[config.mk]
export PLATFORM = sky130hd
export DESIGN_NAME = fetch_queue_unit
export DESIGN_NICKNAME = d
export VERILOG_FILES = /design/src/rtl/fetch_queue_unit.sv
export SDC_FILE = /design/constraint.sdc
export NUM_CORES = 1
export LEC_CHECK = 0
export CAP_MARGIN = 40
export CORE_AREA = 2 2 204 206
export DETAILED_ROUTE_END_ITERATION = 6
export DIE_AREA = 0 0 206 208
export PLACE_DENSITY_LB_ADDON = 0.12
export SYNTH_ARGS = -nofsm -noshare
export SYNTH_HDL_FRONTEND = slang
export SYNTH_SLANG_ARGS = --single-unit
[constraint.sdc]
create_clock -name clock -period 5.25 [get_ports clock]
set_input_delay 1.05 -clock clock [delete_from_list [all_inputs] [get_ports clock]]
set_output_delay 1.05 -clock clock [all_outputs]
set_load 0.01 [all_outputs]
[src/rtl/fetch_queue_unit.sv]
// Decoupled instruction-fetch front end: owns the PC, issues in-order
// requests, buffers {pc, insn} and hands them to decode.
module fetch_queue_unit #(
  parameter int          ADDR_W   = 32,
  parameter int          DATA_W   = 32,
  parameter int          DEPTH    = 4,
  parameter logic [31:0] RESET_PC = 32'h0040_0000,
  parameter int          PC_STEP  = 4
) (
  input  logic                       clock,
  input  logic                       reset,
  output logic                       imem_req_valid_out,
  output logic [ADDR_W-1:0]          imem_req_addr_out,
  input  logic                       imem_req_ready_in,
  input  logic                       imem_rsp_valid_in,
  input  logic [DATA_W-1:0]          imem_rsp_data_in,
  input  logic                       redirect_in,
  input  logic [ADDR_W-1:0]          redirect_pc_in,
  output logic                       ins_valid_out,
  output logic [DATA_W-1:0]          ins_out,
  output logic [ADDR_W-1:0]          ins_pc_out,
  output logic [ADDR_W-1:0]          ins_pcn_out,
  input  logic                       ins_ready_in,
  output logic [$clog2(DEPTH):0]     count_out
);

  localparam int PW = $clog2(DEPTH);
  localparam int CW = PW + 1;

  typedef logic [PW-1:0] ptr_t;
  typedef logic [CW-1:0] cnt_t;

  localparam cnt_t         DEP_C  = cnt_t'(DEPTH);
  localparam logic [CW:0]  DEP_W  = (CW+1)'(DEPTH);
  localparam logic [ADDR_W-1:0] STEP = ADDR_W'(PC_STEP);
  localparam logic [ADDR_W-1:0] RPC  = ADDR_W'(RESET_PC);

  logic [ADDR_W-1:0] pc_q, pc_d;
  logic [ADDR_W-1:0] qpc_q [DEPTH];
  logic [DATA_W-1:0] qdat_q [DEPTH];
  logic [ADDR_W-1:0] tag_q [DEPTH];
  ptr_t              rd_q, rd_d;
  ptr_t              wr_q, wr_d;
  ptr_t              trd_q, trd_d;
  ptr_t              twr_q, twr_d;
  cnt_t              cnt_q, cnt_d;
  cnt_t              infl_q, infl_d;
  cnt_t              disc_q, disc_d;

  logic [CW:0]       credit;
  logic              req_v;
  logic              fire;
  logic              rsp;
  logic              keep;
  logic              out_v;
  logic              pop;

  // Credit check: live requests plus buffered entries must leave room.
  always_comb begin
    credit = {1'b0, (infl_q - disc_q)} + {1'b0, cnt_q};
    req_v  = reset & ~redirect_in
           & (infl_q < DEP_C) & (credit < DEP_W);
    fire   = req_v & imem_req_ready_in;
    rsp    = imem_rsp_valid_in & (infl_q != '0);
    keep   = rsp & (disc_q == '0) & ~redirect_in;
    out_v  = reset & (cnt_q != '0);
    pop    = out_v & ins_ready_in;
  end

  // Next-state for PC, tag FIFO, in-flight/discard and queue pointers.
  always_comb begin
    pc_d   = pc_q;
    trd_d  = trd_q;
    twr_d  = twr_q;
    rd_d   = rd_q;
    wr_d   = wr_q;
    cnt_d  = cnt_q;
    infl_d = infl_q + cnt_t'(fire) - cnt_t'(rsp);
    disc_d = disc_q;
    if (fire) begin
      twr_d = twr_q + ptr_t'(1);
      pc_d  = pc_q + STEP;
    end
    if (rsp) begin
      trd_d = trd_q + ptr_t'(1);
    end
    if (redirect_in) begin
      pc_d   = redirect_pc_in;
      disc_d = infl_q - cnt_t'(rsp);
      rd_d   = '0;
      wr_d   = '0;
      cnt_d  = '0;
    end else begin
      if (rsp && disc_q != '0) begin
        disc_d = disc_q - cnt_t'(1);
      end
      if (keep) begin
        wr_d = wr_q + ptr_t'(1);
      end
      if (pop) begin
        rd_d = rd_q + ptr_t'(1);
      end
      cnt_d = cnt_q + cnt_t'(keep) - cnt_t'(pop);
    end
  end

  // Control state with synchronous active-low reset.
  always_ff @(posedge clock) begin
    if (!reset) begin
      pc_q   <= RPC;
      rd_q   <= '0;
      wr_q   <= '0;
      trd_q  <= '0;
      twr_q  <= '0;
      cnt_q  <= '0;
      infl_q <= '0;
      disc_q <= '0;
    end else begin
      pc_q   <= pc_d;
      rd_q   <= rd_d;
      wr_q   <= wr_d;
      trd_q  <= trd_d;
      twr_q  <= twr_d;
      cnt_q  <= cnt_d;
      infl_q <= infl_d;
      disc_q <= disc_d;
    end
  end

  // Storage arrays; contents are only observed through valid pointers.
  always_ff @(posedge clock) begin
    if (reset && fire) begin
      tag_q[twr_q] <= pc_q;
    end
    if (reset && keep) begin
      qpc_q[wr_q]  <= tag_q[trd_q];
      qdat_q[wr_q] <= imem_rsp_data_in;
    end
  end

  // Outputs; head fields read as zero when nothing is buffered.
  always_comb begin
    imem_req_valid_out = req_v;
    imem_req_addr_out  = pc_q;
    ins_valid_out      = out_v;
    ins_out            = out_v ? qdat_q[rd_q] : '0;
    ins_pc_out         = out_v ? qpc_q[rd_q] : '0;
    ins_pcn_out        = out_v ? qpc_q[rd_q] + STEP : '0;
    count_out          = reset ? cnt_q : '0;
  end

endmodule

Word-level counts from Yosys, hierarchy flattened
Memory sizes are Yosys's and may differ from the RTL's. A register that Yosys moved wholly into a read port is not among the register bits.
Index checks and enable logic that the tools add are counted.
{"block": "op_classes", "add_sub_neg": 14, "order_cmp": 2, "n_mux": 18, "bitwise": 11, "n_reduce_logical": 10}
{"operator": "2-to-1 mux 32 bit", "count": 5}
{"operator": "adder 32 x 3 -> 32 bit (second input constant)", "count": 2}
{"operator": "2-to-1 mux 2 bit", "count": 6}
{"operator": "AND 1 bit", "count": 9}
{"operator": "2-to-1 mux 3 bit", "count": 3}
{"operator": "nonzero test 3 bit", "count": 3}
{"operator": "subtractor 3 x 1 -> 3 bit", "count": 3}
{"operator": "adder 2 x 1 -> 2 bit (second input constant)", "count": 4}
{"operator": "adder 3 x 1 -> 3 bit", "count": 2}
{"operator": "adder 3 x 3 -> 4 bit", "count": 1}
{"operator": "less-than comparator 4 x 3 -> 1 bit (second input constant)", "count": 1}
{"operator": "2-to-1 mux 1 bit", "count": 4}
{"operator": "nonzero test 2 bit", "count": 2}
{"operator": "logical AND 1 bit", "count": 3}
{"operator": "logical NOT 3 bit", "count": 1}
{"operator": "less-than comparator 3 bit (second input constant)", "count": 1}
{"operator": "subtractor 3 x 1 -> 3 bit (second input constant)", "count": 1}
{"operator": "subtractor 3 bit", "count": 1}
{"operator": "NOT 1 bit", "count": 2}
{"operator": "OR reduction 2 bit", "count": 1}
{"block": "totals", "reg_bits": 49, "ramBits": 384, "inputBits": 70, "out_inout_bits": 133, "elab_cells": 66, "memories": 3}
{"name": "qdat_q", "depth": 4, "word_bits": 32, "rd": 1, "rd_ports_with_merged_regs": 1, "write_ports": 1, "line": "40", "source": "logic [DATA_W-1:0] qdat_q [DEPTH];"}
{"name": "qpc_q", "depth": 4, "word_bits": 32, "rd": 1, "rd_ports_with_merged_regs": 1, "write_ports": 1, "line": "39", "source": "logic [ADDR_W-1:0] qpc_q [DEPTH];"}
{"name": "tag_q", "depth": 4, "word_bits": 32, "rd": 1, "rd_ports_with_merged_regs": 1, "write_ports": 1, "line": "41", "source": "logic [ADDR_W-1:0] tag_q [DEPTH];"}

Longest topological paths before layout
{"block": "depth", "ltp_word": 8, "ltp_mapped": 21, "mapped_depth_nobuf": 18}

Least setup slack after synthesis
No wires, ideal clock.
{"block": "synth_path", "kind": "register -> register", "from": "reg infl_q[0]", "to": "reg infl_q[2]", "t_arrival_ns": 3.791, "required_ns": 5.122, "path_slack_ns": 1.331, "path_stages_with_launch": 22, "period_less_slack_ns": 3.919, "path_cell_list": "dfxtp_1 > inv_1 > ha_1 > inv_1 > fa_1 > xnor2_1 > xnor2_1 > ha_1 > nor4_1 > and4_1 > buf_2 > inv_1 > clkbuf_1 > buf_1 > ha_1 > inv_1 > ha_1 > inv_1 > fa_1 > xnor2_1 > xnor2_1 > nor2_1"}
{"block": "synth_via", "elab_chain_len": 7, "word_cells_on_any_way": 11}
{"item": "start: declaration", "line": "47", "source": "cnt_t infl_q, infl_d;"}
{"item": "start signal: assignment", "line": "125", "source": "infl_q <= infl_d;"}
{"item": "subtractor 3 bit", "line": "60", "source": "credit = {1'b0, (infl_q - disc_q)} + {1'b0, cnt_q};"}
{"item": "adder 3 x 3 -> 4 bit", "line": "60"}
{"item": "less-than comparator 4 x 3 -> 1 bit", "line": "62", "source": "& (infl_q < DEP_C) & (credit < DEP_W);"}
{"item": "AND 1 bit", "line": "62"}
{"item": "AND 1 bit", "line": "63", "source": "fire = req_v & imem_req_ready_in;"}
{"item": "adder 3 x 1 -> 3 bit", "line": "78", "source": "infl_d = infl_q + cnt_t'(fire) - cnt_t'(rsp);"}
{"item": "subtractor 3 x 1 -> 3 bit *", "line": "78"}
Mark *: on every way between the ends. The rest lies on a longest branch, timed or not.
A chain may end at the register's enable or synchronous reset.

==> flow_metrics.py <==
metrics = {
    "run_status": {
        "status": "complete, no violations",
    },
    "synth": {
        "synth_xor_area_frac": 0.01550,
        "netlist_instances": 1054,
        "synth_fa_ha_area_frac": 0.01786,
        "synth_fp_nets": 1148,
        "synth_seq_area_share": 0.6966,
        "muxShareOfSynthArea": 0.1306,
        "synth_warnings": 0,
        "syn_area_um2": 18080,
        "synth_compound_area_frac": 0.03322,
        "synth-simple-area-share": 0.08389,
        "synth_edf_count": 384,
        "syn_area_per_cell_um2": 17.15,
        "yosys_register_bits": 437,
        "synth_top_family_by_area": "multiplexers",
        "async_flop_share": 0,
        "synth.distinct_cells": 67,
        "synthFlopType": "edfxtp_1",
    },
    "critical_path": {
        "arrival_ps": 3880,
        "critPathCapture": "ins_pcn_out[26]",
        "timing.rr.start": "infl_q[0]",
        "crit_required_ps": 4200,
        "max_stage_delay_ps": 690,
        "crit_family": "simple AND/OR/NAND/NOR gates",
        "path_cells": "mux4_1 -> ha_1 -> nand2_2 -> or3_4 -> or4_1 -> a21oi_1 -> clkdlybuf4s50_1",
        "slowest_stage": "dfxtp_2",
        "cp_num_buf_inv": 1,
        "rrSetupSlack_ps": 1290,
        "critPathLaunchType": "register",
        "ff2ff_path_depth": 12,
        "r2r_end": "tag_q[1][13]",
        "crit_path_end_kind": "output pin",
        "cp.depth": 7,
        "critPathMaxFanout": 22,
        "criticalPathCategory": "reg -> out",
    },
    "place": {
        "dp_hpwl_mm": 25.98,
        "gp_congestion": 0.7851,
        "place_ws_ps": 377.0,
        "port_buffers": 202,
    },
    "finish": {
        "multi_input_area_um2": 5091,
        "syn_to_final_growth_pct": 23.00,
        "final_common_cell": "edfxtp_1",
        "antenna_cells": 0,
        "drive_gt1_frac": 0.1589,
        "layout_common_cells": "384 x edfxtp_1, 202 x clkdlybuf4s50_1, 87 x mux4_2",
        "nNetsFinal": 1373,
        "regArea_um2": 12600,
        "nFillCells": 3284,
    },
    "sta": {
        "setup_ws_ps": 318.4,
        "holdWs_ps": 509.2,
        "grt_setup_unrepaired": "false",
        "fmaxAchievable_mhz": 202.8,
        "slew_headroom": 0.4037,
        "slew_violations": 0,
        "finalCritPeriodShare": 0.9394,
        "tightest_slew_ps": 894.5,
        "post-route-min-period_ps": 4932,
        "fin_skew_ps": 21.30,
        "hold_viol_final": 0,
        "finalSetupViolCount": 0,
        "tns_ps": 0,
    },
    "cts": {
        "cts-hold-fix-buffers": 0,
        "clock_latency_ps": 550,
        "clock-sinks": 437,
        "path_clk_slew_ps": 60,
        "clk_path_buf_depth": 3,
        "ctsResizeCount": 0,
        "cts_buffers": 44,
        "cts_setup_buffers": 0,
        "h-tree-depth": 2,
        "clockRootBuffer": "clkbuf_16",
        "cts_tree": "yes",
    },
    "floorplan": {
        "die-area_um2": 42850,
        "rows": 74,
        "io_pins": 203,
        "die_h_um": 208,
        "die_w_um": 206,
        "core_area_um2": 40550,
        "start_util": 0.4458,
    },
    "hold_path": {
        "worstHoldPathType": "reg -> reg",
    },
    "drt": {
        "routed_wl_mm": 40.22,
        "wl_per_cell_um": 21.78,
        "vias": 10070,
        "drc": 0,
        "drtIter0Drc": 776,
        "ant_nets": 0,
        "viasPerCell": 5.454,
        "dr.pass1.iters": 4,
    },
    "grt": {
        "grt-ovfl-total": 0,
        "grt_pass1_wl_mm": 61.49,
        "grt_pass1_vias": 10090,
        "grtUsageMet1": 0.2806,
        "busiest_layer": "met2",
        "use_met2": 0.2932,
        "grt_usage": 0.1895,
        "antenna_found_initial": 0,
        "grt_max_degree": 65,
        "grt_use_met3": 0.03446,
    },
    "power_and_ir_drop": {
        "max-vdd-ir-drop_v": 0.0002107,
        "p_leak_nw": 7.128,
        "cellPowerDensity_nw_per_um2": 369.3,
    },
    "job": {
        "cap_violations": 0,
    },
}
routing by layer:
layer  up-vias  wire length (µm)
met5         -                 0
met4         0               590
met3        38              2534
met2       315             18390
met1      5109             18700
li1       4612                 -
registers in the layout, indices dropped and copies added (netlist names), named ones only:
name,flops
trd_q,2
twr_q,2
imem_req_addr_out,32
cnt_q,3
disc_q,3
qpc_q,128
tag_q,128
rd_q,2
wr_q,2
qdat_q,128
infl_q,3
metrics by stage:
stage                     area, µm²  std cells  total power, mW    util
after floorplan               18080       1054            4.799       -
after global placement        20740       1761            5.167  0.5115
after detailed placement      20770       1764            5.192  0.5121
after CTS                     22210       1846            8.309  0.5477
after global routing          22240       1847            8.553  0.5483
final                         22240       1847            8.212  0.5483
kinds of logic after synthesis:
group                      count (synthesis)
AOI/OAI and AO/OA                         95
muxes                                    111
and+or+nand+nor                          274
buffers and inverters                     81
DFF                                      437
xor gates and xnor gates                  32
adders and majority gates                 24
where the power goes:
part           total [mW]  internal (mW)  switching, mW
clock network        3.11           1.83           1.27
logic               0.986          0.466          0.520
registers            4.12           4.01          0.104
total                8.21           6.31           1.90
synth_stat cells (all sizes together) (19+ instances only):
cell type | count | share of area
a21oi | 31 | 0.0086
and2 | 74 | 0.026
buf | 27 | 0.011
clkbuf | 30 | 0.0068
dfxtp | 53 | 0.059
edfxtp | 384 | 0.64
ha | 21 | 0.015
inv | 23 | 0.0048
mux4 | 96 | 0.12
nand2 | 42 | 0.0090
nand3 | 20 | 0.0065
nor2 | 63 | 0.013
o21ai | 19 | 0.0053
worst register-to-register path: stages, from the launching register on:
cell and delay (ps):
dfxtp_1 330, inv_1 80, ha_1 140, inv_1 50
fa_1 370, xnor2_1 180, xnor2_1 140, ha_1 240
nor4_1 420, and4_1 450, buf_4 320, and2_1 420
buf_4 430
cell type report:
| class | instances | area share |
|---|---|---|
| Sequential cell | 437 | 0.5667 |
| Multi-Input combinational cell | 536 | 0.2290 |
| Timing Repair Buffer | 236 | 0.1055 |
| Clock buffer | 54 | 0.05261 |
| Tap cell | 532 | 0.02994 |
| Clock inverter | 28 | 0.01227 |
| Inverter | 24 | 0.004052 |
worst min path at each step:
stage | start | cells past startpoint | slack (ps) | to
floorplan | twr_q[1] | 2 | 470 | twr_q[1]
global placement | twr_q[1] | 2 | 490 | twr_q[1]
detailed placement | twr_q[1] | 2 | 510 | twr_q[1]
CTS | twr_q[1] | 2 | 520 | twr_q[1]
global route | twr_q[1] | 2 | 540 | twr_q[1]
finish | twr_q[1] | 2 | 510 | twr_q[1]
Note: power is estimated with default switching activity, not from simulation.
